## src/rtl/ln_pipe.sv

```systemverilog
// ln_pipe: streaming fixed-point ln/log2 unit (Mitchell log2, scaled by ln2), 3-stage valid/ready pipe
// Ports: clk, rst (sync, active-high); in_valid/in_ready/in_data (unsigned Q.FRAC_W)/in_mode (0 ln, 1 log2);
//        out_valid/out_ready/out_data (signed Q.FRAC_W)/out_zero (beat came from F==0, out_data saturated)
module ln_pipe #(
  parameter int DATA_W  = 32,
  parameter int FRAC_W  = 10,
  parameter int CONST_W = 16,
  parameter int LN2_Q   = 45426
) (
  input  logic              clk,
  input  logic              rst,
  input  logic              in_valid,
  output logic              in_ready,
  input  logic [DATA_W-1:0] in_data,
  input  logic              in_mode,
  output logic              out_valid,
  input  logic              out_ready,
  output logic [DATA_W-1:0] out_data,
  output logic              out_zero
);
  localparam int PW = $clog2(DATA_W);
  localparam int P  = DATA_W + CONST_W;
  logic                     r_v1, r_v2, r_v3;
  logic                     r1_mode, r1_zero, r2_mode, r2_zero, r3_zero;
  logic [DATA_W-1:0]        r1_data;
  logic [PW-1:0]            r1_p;
  logic signed [DATA_W-1:0] r2_l, r3_out;
  logic                     w_adv1, w_adv2, w_adv3, w_zero;
  logic [PW-1:0]            w_p;
  logic [DATA_W-1:0]        w_sh;
  logic [FRAC_W-1:0]        w_mant;
  logic signed [DATA_W-1:0] w_k, w_l, w_ln;
  logic signed [P-1:0]      w_lx, w_prod, w_rnd;
  assign w_adv3    = !r_v3 || out_ready;
  assign w_adv2    = !r_v2 || w_adv3;
  assign w_adv1    = !r_v1 || w_adv2;
  assign in_ready  = w_adv1 && !rst;
  assign out_valid = r_v3;
  assign out_data  = r_v3 ? r3_out : '0;
  assign out_zero  = r_v3 && r3_zero;
  always_comb begin
    w_p    = '0;
    w_zero = in_data == '0;
    for (int i = 0; i < DATA_W; i++)
      if (in_data[i]) w_p = PW'(i);
  end
  // left-align the leading one at the MSB so the mantissa is the next FRAC_W bits
  assign w_sh   = r1_data << (PW'(DATA_W - 1) - r1_p);
  assign w_mant = FRAC_W'(w_sh >> (DATA_W - 1 - FRAC_W));
  assign w_k    = DATA_W'(r1_p) - DATA_W'(FRAC_W);
  assign w_l    = (w_k <<< FRAC_W) + DATA_W'(w_mant);
  assign w_lx   = {{CONST_W{r2_l[DATA_W-1]}}, r2_l};
  assign w_prod = w_lx * P'(LN2_Q);
  assign w_rnd  = w_prod + P'(1 << (CONST_W - 1));
  assign w_ln   = DATA_W'(w_rnd >>> CONST_W);
  always_ff @(posedge clk) begin
    if (rst) begin
      {r_v1, r_v2, r_v3}                             <= '0;
      {r1_mode, r1_zero, r2_mode, r2_zero, r3_zero}  <= '0;
      r1_data                                        <= '0;
      r1_p                                           <= '0;
      r2_l                                           <= '0;
      r3_out                                         <= '0;
    end else begin
      if (w_adv1) begin
        r_v1 <= in_valid;
        if (in_valid) begin
          r1_data <= in_data;
          r1_p    <= w_p;
          r1_zero <= w_zero;
          r1_mode <= in_mode;
        end
      end
      if (w_adv2) begin
        r_v2 <= r_v1;
        if (r_v1) begin
          r2_l    <= w_l;
          r2_zero <= r1_zero;
          r2_mode <= r1_mode;
        end
      end
      if (w_adv3) begin
        r_v3 <= r_v2;
        if (r_v2) begin
          r3_out  <= r2_zero ? {1'b1, {(DATA_W-1){1'b0}}} : r2_mode ? r2_l : w_ln;
          r3_zero <= r2_zero;
        end
      end
    end
  end
endmodule

```

## config.mk

```make
export PLATFORM = sky130hd
export DESIGN_NAME = ln_pipe
export DESIGN_NICKNAME = d
export VERILOG_FILES = /design/src/rtl/ln_pipe.sv
export SDC_FILE = /design/constraint.sdc
export NUM_CORES = 1
export LEC_CHECK = 0
export ABC_AREA = 1
export CORE_MARGIN = 3
export CORE_UTILIZATION = 40
export CTS_CLUSTER_DIAMETER = 40
export CTS_CLUSTER_SIZE = 20
export DETAILED_ROUTE_END_ITERATION = 6
export MAX_ROUTING_LAYER = met4
export PLACE_DENSITY = 0.65
export SLEW_MARGIN = 20
export SYNTH_ARGS = -nofsm -noshare
export SYNTH_HDL_FRONTEND = slang
export SYNTH_SLANG_ARGS = --single-unit
```

## constraint.sdc

```tcl
create_clock -name clk -period 15 [get_ports clk]
set_input_delay 3 -clock clk [delete_from_list [all_inputs] [get_ports clk]]
set_output_delay 3 -clock clk [all_outputs]
set_load 0.005 [all_outputs]
```

==> results.txt <==
Fin cells: 1,825
Number of synthesized flops with an enable pin: 0
Post-detailed-route count of antenna-violating nets: 0
Mux contribution to synthesized area: 0.4701%
Die Ht: 169.1 um
Post-Synth XOR/XNOR Area: 4.043%
CP Capture Type: primary output
Tot GR Track Use: 19.01%
Adder-Cell Fraction of Synth Area: 31.81%
CP arrival: 4.91 ns
Layout cells sized above 1: 5.436%
Placed cells: 1,809
Tmin final: 7.905 ns
Final WL: 25,640 um
PortBufs: 71
Initial antenna violation count: 0
Row Count: 59
Global-route wire length before repair: 43,790 um
Outcome: finished clean
Synth warn: 0
Final setup violation count: 0
Max Root-Sink Buffers: 2
Worst Tran Pin Value: 1.013 ns
Hold Buf Count CTS: 0
CP max FO: 48
Clk pin slew, worst setup/hold paths: 0.06 ns
Main synth FF type: dfxtp_1
Mapped Cells: 1,450
Fill cell count: 2,693
Final RePlAce weighted congestion: 0.8976
HPWL Detailed: 20,980 um
Initial DRC Count: 714
Number of global-route vias before repair: 9,026
Sink Count: 92
Area grow syn2layout: 11.80%
DR vias/cell: 4.965
Core Region: 26,130 um^2
HP Class: flip-flop to flip-flop
Post-layout nets: 1,738
Post-CTS Setup Repair Bufs: 0
Inserted Diodes: 0
VDD IR max: 0.00005709 V
Setup TNS: 0 ns
Worst slew margin: 32.37%
Clk root buf: clkbuf_16
GRT overflow: 0
Synth Register Bits: 92
H-tree depth: 3
Drt wl/cell: 14.05 um
Main combinational cell family by area after synthesis: adder cells
Top-level I/O count: 72
CTS tree: yes
PD cells: 126.3 nW/um^2
Clock skew: 0.01193 ns
CP Class: input port to primary output
Simple-gate share of the synthesized area: 16.90%
Max Clk Rate: 126.5 MHz
Die width: 169.1 um
Syn Nets: 1,703
WP data required: 12.00 ns
Tcrit/Tclk final: 52.70%
Compound-Gate Fraction of Synth Area: 17.36%
Total CTS buffers: 9
Endpoints failing hold: 0
Unrepaired setup endpoints after global routing: no
Synth cell types: 56
P_leak: 0.006109 uW
Pre-antenna DRT Iters: 5
Synthesized area: 10,650 um^2
Slew Viols, Final: 0
Asr flop ratio synth: 0%
Startpoint types: input port
Remaining DRCs: 0
Resized cells post-CTS: 0
Synthesized area per cell: 7.342 um^2
Seq/Total Area, Yosys: 17.30%
Largest net degree at the start of global routing: 49
Starting Density: 40.74%
Insertion delay to the later sink of the worst-skew pair: 0.35 ns
Via count: 9,061
Die area: 28,610 um^2
Max Cap Viol: 0
-- critical path, cell delays in order --
cell and delay [ns]:
buf_2 0.71, inv_2 0.51, nand2_1 0.19, inv_1 0.05, clkdlybuf4s50_1 0.43
-- final timing paths --
kind	from	to	slack [ns]	depth (start not counted)
hold / removal	r1_data[11]	r1_data[11]	0.46	2
setup reg to reg	r2_l[8]	r3_out[21]	8.35	28
setup / recovery	rst	in_ready	7.09	5
hold reg to reg	r1_data[11]	r1_data[11]	0.46	2
-- state kept, by name, indices dropped and copies added (netlist names) --
register   count
out_valid      1
r1_data       31
r1_mode        1
r1_p           5
r1_zero        1
r2_l          16
r2_mode        1
r2_zero        1
r3_out        32
r3_zero        1
r_v1           1
r_v2           1
-- synth_stat cells, types with 3 or more instances --
master	number	share of area, %
a21o_1	10	0.71
a21oi_1	129	6.1
a21oi_2	8	0.66
a31oi_1	7	0.41
buf_1	8	0.28
clkbuf_1	41	1.4
dfxtp_1	92	17
fa_1	91	17
ha_1	125	15
inv_1	285	10
inv_2	5	0.18
mux2i_1	5	0.47
nand2_1	283	10
nand2_2	8	0.47
nand3_1	40	1.9
nand3_2	3	0.28
nand4_1	3	0.18
nor2_1	71	2.5
nor2_2	5	0.29
nor3_2	3	0.28
o211ai_1	7	0.49
o21ai_0	134	6.3
o21ai_1	4	0.19
o221ai_1	3	0.25
xnor2_1	9	0.74
xor2_1	24	2.0
xor2_2	6	0.92
-- logic make-up after synthesis --
family / Yosys count
flip-flops: 92
AND/OR/NAND/NOR: 428
buffers and inverters: 343
adder cells (fa/ha/maj): 216
XOR/XNOR: 41
AO/OA/AOI/OAI: 325
multiplexers: 5
-- final cells by class --
class / instances / area, um^2 / area share, %
multi-input combinational: 1015 / 7513 / 63.13
tap: 335 / 419.2 / 3.522
inverter: 292 / 1096 / 9.209
sequential: 92 / 1843 / 15.49
clock buffer: 11 / 232.7 / 1.955
timing repair buffer: 75 / 735.7 / 6.182
clock inverter: 5 / 61.31 / 0.5151
-- power breakdown --
part           total [uW]  leakage (uW)  switching [uW]  internal [uW]
logic                 987       0.00522             644            343
registers             288      0.000757            25.4            263
clock network         228      0.000132            98.2            130
total                1500       0.00611             767            736
-- cells in the final DEF (no fill, tap or decap), drive strengths merged, types with 6 or more instances in the layout --
cell type,instances
nand3,43
nor3,6
clkdlybuf4s50,70
xor2,31
a21o,12
xnor2,10
inv,291
o21ai,141
ha,125
a31oi,7
nor2,77
o211ai,8
fa,91
clkbuf,11
nand2,292
a21oi,138
dfxtp,92
-- per-stage QoR --
stage               total power (uW)  util (%)  cell area [um^2]  setup WS [ns]  hold slack [ns]
finish                          1503     45.54             11900          7.095           0.4642
CTS                             1506     45.54             11900          6.723           0.4669
global placement                1254     44.41             11610          6.721           0.4533
detailed placement              1271     44.41             11610          6.720           0.4569
floorplan                       1023         -             10650          8.380           0.4389
global route                    1654     45.54             11900          6.877           0.4873
-- routing by layer --
metal	global-route usage [%]	share of wire (%)
met2	31.79	47
met4	4.623	2.4
met1	24.78	47
met3	2.213	3.6
met5	-	0
Power figures use the tool's default switching activity.
